## src/rtl/memory_pkg.sv

```systemverilog
// Shared types and constants for the r1/r2 mercury tank gating controllers.
// Combinational helper only; no latency, no backpressure.
package memory_pkg;

   localparam int DIGITS      = 18;
   localparam int MINORS      = 32;
   localparam int WORD_DIGITS = 17;

   localparam logic [1:0] ST_IDLE = 2'd0;
   localparam logic [1:0] ST_WAIT = 2'd1;
   localparam logic [1:0] ST_XFER = 2'd2;

   typedef enum logic [1:0] {
      IDLE = ST_IDLE,
      WAIT = ST_WAIT,
      XFER = ST_XFER
   } state_e;

   typedef struct packed {
      logic       we;
      logic       long;
      logic [4:0] addr;
   } req_t;

   // A long word covers minor cycles addr and addr|1, including the spare
   // (sandwich) digit of the first one; a short word is digits 0..16 only.
   function automatic logic in_window(input req_t r, input logic [4:0] m, input logic [4:0] d);
      logic body;
      body = (d < 5'(WORD_DIGITS));
      if (r.long)
         return (m == r.addr) || ((m == {r.addr[4:1], 1'b1}) && body);
      return (m == r.addr) && body;
   endfunction

endpackage

```

## src/rtl/memory_tank_timer.sv

```systemverilog
// Free-running digit/minor recirculation position counter; registered outputs plus next values.
// Never stalls; reset realigns the count with the delay-line stage.
module memory_tank_timer
   import memory_pkg::*;
#(
   parameter int DIGITS = memory_pkg::DIGITS,
   parameter int MINORS = memory_pkg::MINORS
) (
   input  logic       clk,
   input  logic       rst,
   output logic [4:0] digit,
   output logic [4:0] minor,
   output logic [4:0] digit_nxt,
   output logic [4:0] minor_nxt
);

   logic digit_wrap;

   always_comb begin
      digit_wrap = (digit == 5'(DIGITS - 1));
      digit_nxt  = digit_wrap ? 5'd0 : digit + 5'd1;
      minor_nxt  = minor;
      if (digit_wrap)
         minor_nxt = (minor == 5'(MINORS - 1)) ? 5'd0 : minor + 5'd1;
   end

   always_ff @(posedge clk) begin
      if (rst) begin
         digit <= 5'd0;
         minor <= 5'd0;
      end else begin
         digit <= digit_nxt;
         minor <= minor_nxt;
      end
   end

endmodule

```

## src/rtl/memory_r1_up_tank_ctrl.sv

```systemverilog
// r1 upper tank 0 gate controller: opens clr/in/out over the addressed word; 0..575 cycles wait, done after window.
// No backpressure: requests while busy are dropped, not queued.
module memory_r1_up_tank_ctrl
   import memory_pkg::*;
#(
   parameter int DIGITS = memory_pkg::DIGITS,
   parameter int MINORS = memory_pkg::MINORS
) (
   input  logic       r1_clk,
   input  logic       r1_rst,
   input  logic       r1_up_t0_req,
   input  logic       r1_up_t0_we,
   input  logic       r1_up_t0_long,
   input  logic [4:0] r1_up_t0_addr,
   output logic       r1_up_t0_clr,
   output logic       r1_up_t0_in,
   output logic       r1_up_t0_out,
   output logic       r1_up_t0_busy,
   output logic       r1_up_t0_done,
   output logic [4:0] r1_up_t0_minor,
   output logic [4:0] r1_up_t0_digit
);

   logic [4:0] digit_nxt;
   logic [4:0] minor_nxt;
   state_e     state;
   state_e     state_nxt;
   req_t       cur;
   req_t       cur_nxt;
   logic       gate_nxt;
   logic       done_nxt;

   memory_tank_timer #(
      .DIGITS(DIGITS),
      .MINORS(MINORS)
   ) u_timer (
      .clk      (r1_clk),
      .rst      (r1_rst),
      .digit    (r1_up_t0_digit),
      .minor    (r1_up_t0_minor),
      .digit_nxt(digit_nxt),
      .minor_nxt(minor_nxt)
   );

   // Decisions look at the next counter values so the gates are high in
   // exactly the cycles whose position lies inside the window.
   always_comb begin
      state_nxt = state;
      cur_nxt   = cur;
      gate_nxt  = 1'b0;
      done_nxt  = 1'b0;
      case (state)
         IDLE: begin
            if (r1_up_t0_req) begin
               cur_nxt.we   = r1_up_t0_we;
               cur_nxt.long = r1_up_t0_long;
               cur_nxt.addr = r1_up_t0_long ? {r1_up_t0_addr[4:1], 1'b0} : r1_up_t0_addr;
               state_nxt    = WAIT;
               if ((minor_nxt == cur_nxt.addr) && (digit_nxt == 5'd0)) begin
                  state_nxt = XFER;
                  gate_nxt  = 1'b1;
               end
            end
         end
         WAIT: begin
            if ((minor_nxt == cur.addr) && (digit_nxt == 5'd0)) begin
               state_nxt = XFER;
               gate_nxt  = 1'b1;
            end
         end
         XFER: begin
            if (in_window(cur, minor_nxt, digit_nxt)) begin
               gate_nxt = 1'b1;
            end else begin
               state_nxt = IDLE;
               done_nxt  = 1'b1;
            end
         end
         default: state_nxt = IDLE;
      endcase
   end

   always_ff @(posedge r1_clk) begin
      if (r1_rst) begin
         state         <= IDLE;
         cur           <= '0;
         r1_up_t0_clr  <= 1'b0;
         r1_up_t0_in   <= 1'b0;
         r1_up_t0_out  <= 1'b0;
         r1_up_t0_done <= 1'b0;
      end else begin
         state         <= state_nxt;
         cur           <= cur_nxt;
         r1_up_t0_clr  <= gate_nxt & cur_nxt.we;
         r1_up_t0_in   <= gate_nxt & cur_nxt.we;
         r1_up_t0_out  <= gate_nxt & ~cur_nxt.we;
         r1_up_t0_done <= done_nxt;
      end
   end

   assign r1_up_t0_busy = (state != IDLE);

endmodule

```

## config.mk

```make
export PLATFORM = sky130hd
export DESIGN_NAME = memory_r1_up_tank_ctrl
export DESIGN_NICKNAME = d
export VERILOG_FILES = /design/src/rtl/memory_pkg.sv /design/src/rtl/memory_tank_timer.sv /design/src/rtl/memory_r1_up_tank_ctrl.sv
export SDC_FILE = /design/constraint.sdc
export NUM_CORES = 1
export LEC_CHECK = 0
export CAP_MARGIN = 25
export CORE_UTILIZATION = 49
export DETAILED_ROUTE_END_ITERATION = 6
export HOLD_SLACK_MARGIN = 0.12
export PLACE_DENSITY = 0.83
export SYNTH_ARGS = -nofsm -noshare
export SYNTH_HDL_FRONTEND = slang
export SYNTH_HIERARCHICAL = 1
export SYNTH_SLANG_ARGS = --single-unit
```

## constraint.sdc

```tcl
create_clock -name r1_clk -period 3.8 [get_ports r1_clk]
set_input_delay 0.38 -clock r1_clk [delete_from_list [all_inputs] [get_ports r1_clk]]
set_output_delay 0.38 -clock r1_clk [all_outputs]
set_load 0.01 [all_outputs]
```

# Word-level counts from Yosys, hierarchy flattened

Cells that the tools add are included.

Bits in registers: 22
Output and inout port bits: 15
Logic and storage cells: 59

$add $sub $neg: 2
Magnitude comparators: 1
Eq/ne operators: 10
Mux-type cells: 22
Bitwise operators: 4
Reduce and logical (&&, ||, !) cells: 11

Operators by type and width:

| cell                  | count |
|---|---|
| $eq A5 B5 Y1          | 3 |
| $mux W5               | 3 |
| $mux W7               | 2 |
| $mux W1               | 11 |
| $add A5 B1 Y5 const B | 2 |
| $eq A5 B5 Y1 const B  | 2 |
| $mux W2               | 4 |
| $ne A2 B2 Y1 const B  | 3 |
| $pmux W2 S3           | 1 |
| $logic_not A5 Y1      | 1 |
| $lt A5 B5 Y1 const B  | 1 |
| $logic_and A1 B1 Y1   | 4 |
| $pmux W1 S3           | 1 |
| $reduce_and A3 Y1     | 1 |
| $and A1 B1 Y1         | 2 |
| $eq A2 B1 Y1 const B  | 1 |
| $eq A2 B2 Y1 const B  | 1 |
| $logic_not A2 Y1      | 1 |
| $not A1 Y1            | 2 |
| $reduce_and A2 Y1     | 1 |
| $reduce_bool A2 Y1    | 1 |
| $reduce_or A2 Y1      | 1 |
| $logic_or A1 B1 Y1    | 1 |

# Longest topological paths before layout

Gate-level depths: netlist of the first run.

Depth in word-level cells: 12
Mapped depth: 11

# By module

Netlist of the first run, hierarchy kept.

Modules (own cells, without submodules):

| module                 | instances | cells each | area each (um2) |
|---|---|---|---|
| memory_r1_up_tank_ctrl | 1         | 65         | 625.6 |
| memory_tank_timer      | 1         | 55         | 508.0 |

# Least setup slack after synthesis of the first run

OpenSTA, ideal clock, no wires.

Kind: register to register
Start: register u_timer.digit[0]
End: register r1_up_t0_out
Setup time: 0.073 ns
Arrival: 2.731 ns
Path slack: 0.996 ns
Stages on the path, launching flop included: 10
Buffers on the path: 0
Cells stage by stage: dfxtp_1 > ha_1 > nand2b_1 > nor3b_1 > nor2_1 > or4_1 > or4b_4 > o31ai_4 > a21oi_2 > nor3b_2

Cells in the longest elaborated chain, start to end: 11

Ends and longest elaborated chain:

| what                                                 | line                                             | source |
|---|---|---|
| from (decl)                                          | memory_tank_timer.sv:11                          | `output logic [4:0] digit,` |
| from (signal assigned)                               | memory_tank_timer.sv:32                          | `digit <= digit_nxt;` |
| $add A5 B1 Y5 / $eq A5 B5 Y1 (equally long branches) | memory_tank_timer.sv:21, memory_tank_timer.sv:20 |  |
| $mux W5 *                                            | memory_tank_timer.sv:21                          | `digit_nxt = digit_wrap ? 5'd0 : digit + 5'd1;` |
| via digit_nxt[1]                                     | memory_r1_up_tank_ctrl.sv:24                     | `logic [4:0] digit_nxt;` |
| $lt A5 B5 Y1                                         | memory_pkg.sv:29                                 | `body = (d < 5'(WORD_DIGITS));` |
| $logic_and A1 B1 Y1                                  | memory_pkg.sv:31                                 | `return (m == r.addr) \|\| ((m == {r.addr[4:1], 1'b1}) && body);` |
| $logic_or A1 B1 Y1                                   | memory_pkg.sv:31                                 |  |
| $mux W1                                              | memory_pkg.sv:30                                 | `if (r.long)` |
| $mux W1                                              | memory_pkg.sv:32                                 | `return (m == r.addr) && body;` |
| $mux W1                                              | memory_r1_up_tank_ctrl.sv:52                     | `case (state)` |
| $mux W1                                              | memory_r1_up_tank_ctrl.sv:72                     | `if (in_window(cur, minor_nxt, digit_nxt)) begin` |
| $pmux W1 S3 *                                        | memory_r1_up_tank_ctrl.sv:52                     |  |
| $and A1 B1 Y1 *                                      | memory_r1_up_tank_ctrl.sv:96                     | `r1_up_t0_out <= gate_nxt & ~cur_nxt.we;` |
| to (signal assigned)                                 | memory_r1_up_tank_ctrl.sv:96                     |  |
| to (decl)                                            | memory_r1_up_tank_ctrl.sv:17                     | `output logic r1_up_t0_out,` |

Mark *: on every way through the listed nets, which the timed path passes. The rest lies on a longest branch. The select of a mux whose other input is x is not followed.
A chain may end at the register's enable or synchronous reset.

# Worst setup path in the final report of the first run

Same ends and word-level chain as after synthesis.

==> flow_metrics.py, run 1 <==
metrics = {
    "yosys": {
        "synth_ff_type": "dfxtp_1",
        "synth_top_family_by_area": "simple AND/OR/NAND/NOR gates",
        "ys_seq_area_share_pct": 38.9,
        "synth_edf_count": 0,
        "yosys.area_share.adder_pct": 4.42,
        "yosysTopAreaCellShare_pct": 38.9,
        "synth_simple_gate_area_share_pct": 27.5,
        "yosys.cell_count.top_type": "dfxtp_1",
        "ys_types": 38,
        "synth_area_per_cell_sq_um": 9.45,
        "muxShareOfSynthArea_pct": 7.28,
        "yosysTopAreaCell": "dfxtp_1",
        "ys_ff_latch": 22,
        "ys_warn_count": 6,
        "syn_inst": 120,
        "syn_nets": 134,
        "syn_area_sq_um": 1130,
        "async_flop_share_pct": 0,
        "synth_xor_area_share_pct": 9.27,
        "yosys-top-cells-area": "dfxtp_1 (39%), xnor2_1 (5.4%), mux2i_1 (5.3%)",
        "synth_common_cells": "dfxtp_1 (22), nor2_1 (16), xnor2_1 (7), mux2i_1 (6)",
        "synth-compound-area-share_pct": 9.93,
    },
    "finish": {
        "area_growth_pct": 24.5,
        "fin_area_sq_um": 1410,
        "diodes": 0,
        "layout.nets": 159,
        "utilization_pct": 64.4,
        "multiInputGateArea_sq_um": 662,
        "drive_gt1_share_pct": 9.09,
        "seqCellArea_sq_um": 440,
        "nFillCells": 185,
    },
    "worst_setup_path": {
        "cp-start-kind": "flip-flop",
        "crit_type": "flip-flop to flip-flop",
        "worst_path_largest_cell_delay_ns": 0.56,
        "crit_family": "simple AND/OR/NAND/NOR gates",
        "arrival_ns": 3.24,
        "cp-end-kind": "flip-flop",
        "path_buf_inv": 0,
        "worstPathRequired_ns": 4.03,
        "slowest_stage": "or4_1",
        "timing.reg2reg.setup_slack_ns": 0.79,
        "r2r_cells": 9,
        "r2r_start": "u_timer/digit[0]",
        "reg2reg_to": "r1_up_t0_out",
        "path_max_fanout": 6,
        "path_cells": "ha_1 -> nand2b_1 -> nor3b_1 -> nor2_1 -> or4_1 -> or4b_4 -> o31ai_4 -> a21oi_2 -> nor3b_2",
    },
    "clocking": {
        "cts_tree": "done",
        "clk-insertion-delay-late_ns": 0.30,
        "cts.sink_count": 22,
        "cts-htree-levels": 1,
        "clkSlewWorstSetupHoldPaths_ns": 0.11,
        "post_cts_buffers": 0,
        "ctsHoldBuffers": 0,
        "cts-resized-gates": 0,
        "cts_buffer_depth": 2,
        "cts_root_buf": "clkbuf_4",
        "cts_buffers": 3,
    },
    "detailed_routing": {
        "num_vias": 946,
        "drcViolationCount": 0,
        "dr.pass1.iters": 4,
        "wire_per_inst_microns": 12.4,
        "postRouteAntennaNets": 0,
        "viasPerCell": 5.53,
        "drtIter0Drc": 12,
        "wl_microns": 2110,
    },
    "timing": {
        "tightest_slew_ns": 0.883,
        "hold_viol": 0,
        "rsz0062_at_grt": "false",
        "skew_ns": 0.00564,
        "relSlewSlack_pct": 41.0,
        "setup_viol_count_final": 0,
        "hold_ws_ns": 0.539,
        "max_freq_mhz": 332,
        "slew_viol_final": 0,
        "fin_tns_setup_ns": 0,
        "fin_crit_sh_pct": 79.3,
        "post-route-min-period_ns": 3.01,
    },
    "grt": {
        "met2_usage_pct": 34.4,
        "grt_pass1_wl_microns": 3770,
        "grt_most_used_layer": "met2",
        "gr-total-overflow": 0,
        "grt_start_max_net_pins": 23,
        "antenna_found_initial": 0,
        "grtUsageMet3_pct": 4.01,
        "grt_pass1_vias": 905,
        "gr-usage-met1_pct": 22.8,
        "grt_usage_pct": 19.5,
    },
    "die": {
        "die_x_microns": 50.1,
        "coreArea_sq_um": 2190,
        "num_io_pins": 25,
        "die_area_sq_um": 2510,
        "rows": 17,
        "die_h_microns": 50.1,
        "start_util_pct": 51.7,
    },
    "place": {
        "dpl.hpwl_microns": 1650,
        "placed_cell_area_sq_um": 1390,
        "gp_congestion": 0.797,
        "io_buffers": 24,
    },
    "pwr": {
        "p_leak_uw": 0.000541,
        "peakVddDrop_mv": 0.197,
        "p_per_area_nw_per_um2": 299,
    },
    "hold_path": {
        "min_to": "cur[4]",
        "hp-start": "cur[4]",
        "hp-class": "flip-flop to flip-flop",
        "hold_path_depth": 2,
    },
    "run_status": {
        "outcome": "finished clean",
    },
    "job": {
        "max_cap_violations": 0,
    },
}
==> power breakdown <==
part,internal (uW),switching (uW)
Sequential,240,7.80
Clock,37.0,66.2
Combinational,36.3,34.5
Total,313,108
==> logic make-up after synthesis <==
group,count (synthesis)
compound gates,15
mux,8
xor+xnor,12
simple gates,52
fa+ha+maj,4
flops,22
buf+inv,7
==> state kept, by name, summed over array words and instances (netlist names) <==
name	count
r1_up_t0_in	1
u_timer/minor	5
r1_up_t0_out	1
cur	7
r1_up_t0_done	1
state	2
u_timer/digit	5
==> worst max-delay path by stage <==
stage                     start            to  slack, ns  depth (start not counted)
2_1_floorplan  u_timer/digit[0]  r1_up_t0_out        1.0                          9
3_3_place_gp   u_timer/digit[0]  r1_up_t0_out       0.95                          9
3_5_place_dp   u_timer/digit[0]  r1_up_t0_out       0.82                          9
4_1_cts        u_timer/digit[0]  r1_up_t0_out       0.80                          9
5_1_grt        u_timer/digit[0]  r1_up_t0_out       0.61                          9
6_report       u_timer/digit[0]  r1_up_t0_out       0.79                          9
==> cells in the final DEF, fill, tap and decap left out, types with 4 or more instances in the layout <==
cell,Yosys,layout
xor2_1,5,5
xnor2_1,7,7
clkdlybuf4s50_1,0,24
dfxtp_1,22,22
ha_1,4,4
mux2i_1,6,6
nor3_1,5,5
nand2_1,5,5
nor2b_1,4,4
a21oi_1,5,5
nor2_1,16,16
==> final cells by class <==
type | instances | area share [%]
flip-flops and latches | 22 | 31.2
repair buffers | 24 | 17.0
multi-input cells | 91 | 46.9
well taps | 28 | 2.48
clock buffers | 3 | 1.60
inverters | 3 | 0.798
==> metrics by stage <==
stage,setup WS (ns),instances,power (uW)
after floorplan,0.996,120,296
after global placement,0.947,168,320
after detailed placement,0.824,168,323
after CTS,0.796,171,425
after global routing,0.613,171,443
final,0.788,171,421
==> per-layer routing <==
layer | part of all wire, % | vias to the layer above
met3 | 4.3 | 2
met4 | 0.62 | 0
met5 | 0 | -
li1 | - | 475
met2 | 51 | 26
met1 | 44 | 443
==> worst reg2reg max path: cells and delay by family, from the launching register on <==
family          cells  cell delay [ns]
flops               1             0.44
simple gates        6             1.98
fa+ha+maj           1             0.21
compound gates      2             0.31
Note: power is estimated with default switching activity, not from simulation.
==> run 2: changes to the inputs <==
Settings changed: CORE_UTILIZATION 49 to 44, PLACE_DENSITY 0.83 to 0.79.
Clock period 3.8 ns to 2.7 ns, I/O delays scaled along.
==> run 2 against run 1 <==
  * Power up 78%
  * Non-clock buffer count increased by 11
  * Register-to-register slack worse by 0.72 ns
  * Sequential share of layout area fell by 3.8 points
  * Global-route usage is 1.9 points higher
  * Clock power grew to 2.6 times the previous value
  * Cell area is 15% higher
  * Utilization up 1.5 points
  * Critical endpoint unchanged
  * Highest routed layer unchanged
==> flow_metrics.py, run 2 (synthesis gave the netlist of run 1 again) <==
metrics = {
    "clocking": {
        "cts_buffer_depth": 2,
        "clk-insertion-delay-late_ns": 0.34,
        "cts.sink_count": 22,
        "cts-htree-levels": 1,
        "cts_tree": "done",
        "ctsHoldBuffers": 0,
        "clkSlewWorstSetupHoldPaths_ns": 0.14,
        "cts_root_buf": "clkbuf_4",
        "cts_buffers": 3,
    },
    "worst_setup_path": {
        "cp-end-kind": "flip-flop",
        "cp-endpoint": "r1_up_t0_out",
        "path_buf_inv": 1,
        "cp-start-kind": "flip-flop",
        "path_max_fanout": 5,
        "path_cells": "inv_2 -> ha_4 -> nand2b_4 -> nor3b_4 -> nor2_2 -> or4_4 -> or4b_4 -> o31ai_4 -> a21oi_2 -> nor3b_2",
        "crit_cells": 10,
        "crit_type": "flip-flop to flip-flop",
        "crit_family": "simple AND/OR/NAND/NOR gates",
        "r2r_cells": 10,
        "cp-startpoint": "u_timer/digit[1]",
        "worst_path_largest_cell_delay_ns": 0.54,
        "r2r_start": "u_timer/digit[1]",
        "worstPathRequired_ns": 2.97,
        "reg2reg_to": "r1_up_t0_out",
        "arrival_ns": 2.90,
        "timing.reg2reg.setup_slack_ns": 0.07,
        "slowest_stage": "or4_4",
    },
    "die": {
        "rows": 18,
        "num_io_pins": 25,
        "die_x_microns": 52.8,
        "die_area_sq_um": 2780,
        "start_util_pct": 46.2,
        "coreArea_sq_um": 2450,
        "die_h_microns": 52.8,
    },
    "timing": {
        "rsz0062_at_grt": "true",
        "fin_tns_setup_ns": 0,
        "post-route-min-period_ns": 2.63,
        "setup_viol_count_final": 0,
        "hold_viol": 0,
        "max_freq_mhz": 380,
        "skew_ns": 0.0172,
        "slew_viol_final": 0,
        "tightest_slew_ns": 0.876,
        "relSlewSlack_pct": 41.4,
        "fin_crit_sh_pct": 97.5,
    },
    "detailed_routing": {
        "viasPerCell": 5.33,
        "postRouteAntennaNets": 0,
        "drcViolationCount": 0,
        "drtIter0Drc": 11,
        "wl_microns": 2650,
        "wire_per_inst_microns": 14.3,
        "num_vias": 986,
        "dr.pass1.iters": 4,
    },
    "pwr": {
        "p_total_uw": 749,
        "peakVddDrop_mv": 0.414,
        "p_per_area_nw_per_um2": 462,
        "p_leak_uw": 0.000617,
    },
    "grt": {
        "antenna_found_initial": 0,
        "grt_pass1_wl_microns": 4240,
        "grt_usage_pct": 21.4,
        "grt_pass1_vias": 997,
        "grt_start_max_net_pins": 23,
        "gr-total-overflow": 0,
    },
    "finish": {
        "diodes": 0,
        "regMostFlops": "cur",
        "drive_gt1_share_pct": 27.7,
        "multiInputGateArea_sq_um": 748,
        "largest_reg_flops": 7,
        "reg_top3": "cur (7), u_timer/digit (5), u_timer/minor (5)",
        "layout.nets": 170,
        "area_growth_pct": 42.8,
        "final_common_cell": "clkdlybuf4s50_1",
        "nFillCells": 190,
        "seqCellArea_sq_um": 443,
        "layout_common_cells": "clkdlybuf4s50_1 (24), dfxtp_1 (20), nor2_1 (14)",
    },
    "place": {
        "gp_congestion": 0.785,
        "dpl.hpwl_microns": 1810,
        "io_buffers": 24,
    },
    "run_status": {
        "outcome": "finished clean",
    },
    "hold_path": {
        "hp-class": "flip-flop to flip-flop",
    },
    "job": {
        "max_cap_violations": 0,
    },
}
-- run 2: cell count changes in the layout (fill, tap and decap cells not counted), moves of 2 or more --
cell / before / now
buf_4: 0 / 10
dfxtp_1: 22 / 20
dfxtp_2: 0 / 2
ha_1: 4 / 1
ha_2: 0 / 2
nand2_1: 5 / 2
nand2_4: 0 / 2
nor2_1: 16 / 14
nor2_2: 0 / 2
-- run 2: metal layers --
metal  up-vias  part of all wire, %  track usage (%)
li1        499                    -                -
met1       458                   41             23.8
met2        23                   53             38.6
met3         6                  3.3             4.64
met4         0                  2.1             8.77
met5         -                    0                0
-- run 2: layout make-up --
| type | count | area share [%] |
|---|---|---|
| Inverter | 3 | 0.696 |
| Tap cell | 30 | 2.32 |
| Clock inverter | 1 | 1.85 |
| Multi-Input combinational cell | 91 | 46.2 |
| Timing Repair Buffer | 35 | 20.2 |
| Clock buffer | 3 | 1.39 |
| Sequential cell | 22 | 27.4 |
-- run 2: timing repair --
action	CTS	global route
endpoints found under the hold margin	0	0
pin swaps	4	8
buffers inserted	3	1
resized for setup	5	17
endpoints found under the setup margin	3	5
-- run 2: metrics by stage --
step	std cells	instance area (sq um)	worst slack (ns)	hold slack (ns)	util, %
4_1_cts	184	1540	0.00240	0.547	62.8
3_5_place_dp	177	1450	-0.0570	0.528	59.0
5_1_grt	185	1620	-0.0239	0.577	66.0
6_report	185	1620	0.0687	0.549	66.0
2_1_floorplan	120	1140	0.0501	0.340	-
3_3_place_gp	177	1450	0.0103	0.498	59.0
-- run 2: power breakdown --
group	switching (uW)	internal, uW	total, uW
logic	59.7	73.7	133
clock network	117	151	267
registers	10.4	338	348
total	187	562	749
-- run 2: worst min-delay path by stage --
stage	end	startpoint	cells past startpoint
2_1_floorplan	r1_up_t0_out	r1_rst	1
3_3_place_gp	cur[4]	cur[4]	2
3_5_place_dp	state[0]	state[1]	1
4_1_cts	state[0]	state[1]	1
5_1_grt	state[0]	state[1]	1
6_report	state[0]	state[1]	1
-- run 2: worst register-to-register path: cells and delay by family (launching register included) --
family / cells / cell delay [ns]
AO/OA/AOI/OAI: 2 / 0.30
flip-flops: 1 / 0.35
adder cells (fa/ha/maj): 1 / 0.15
AND/OR/NAND/NOR: 6 / 1.69
buffers and inverters: 1 / 0.06
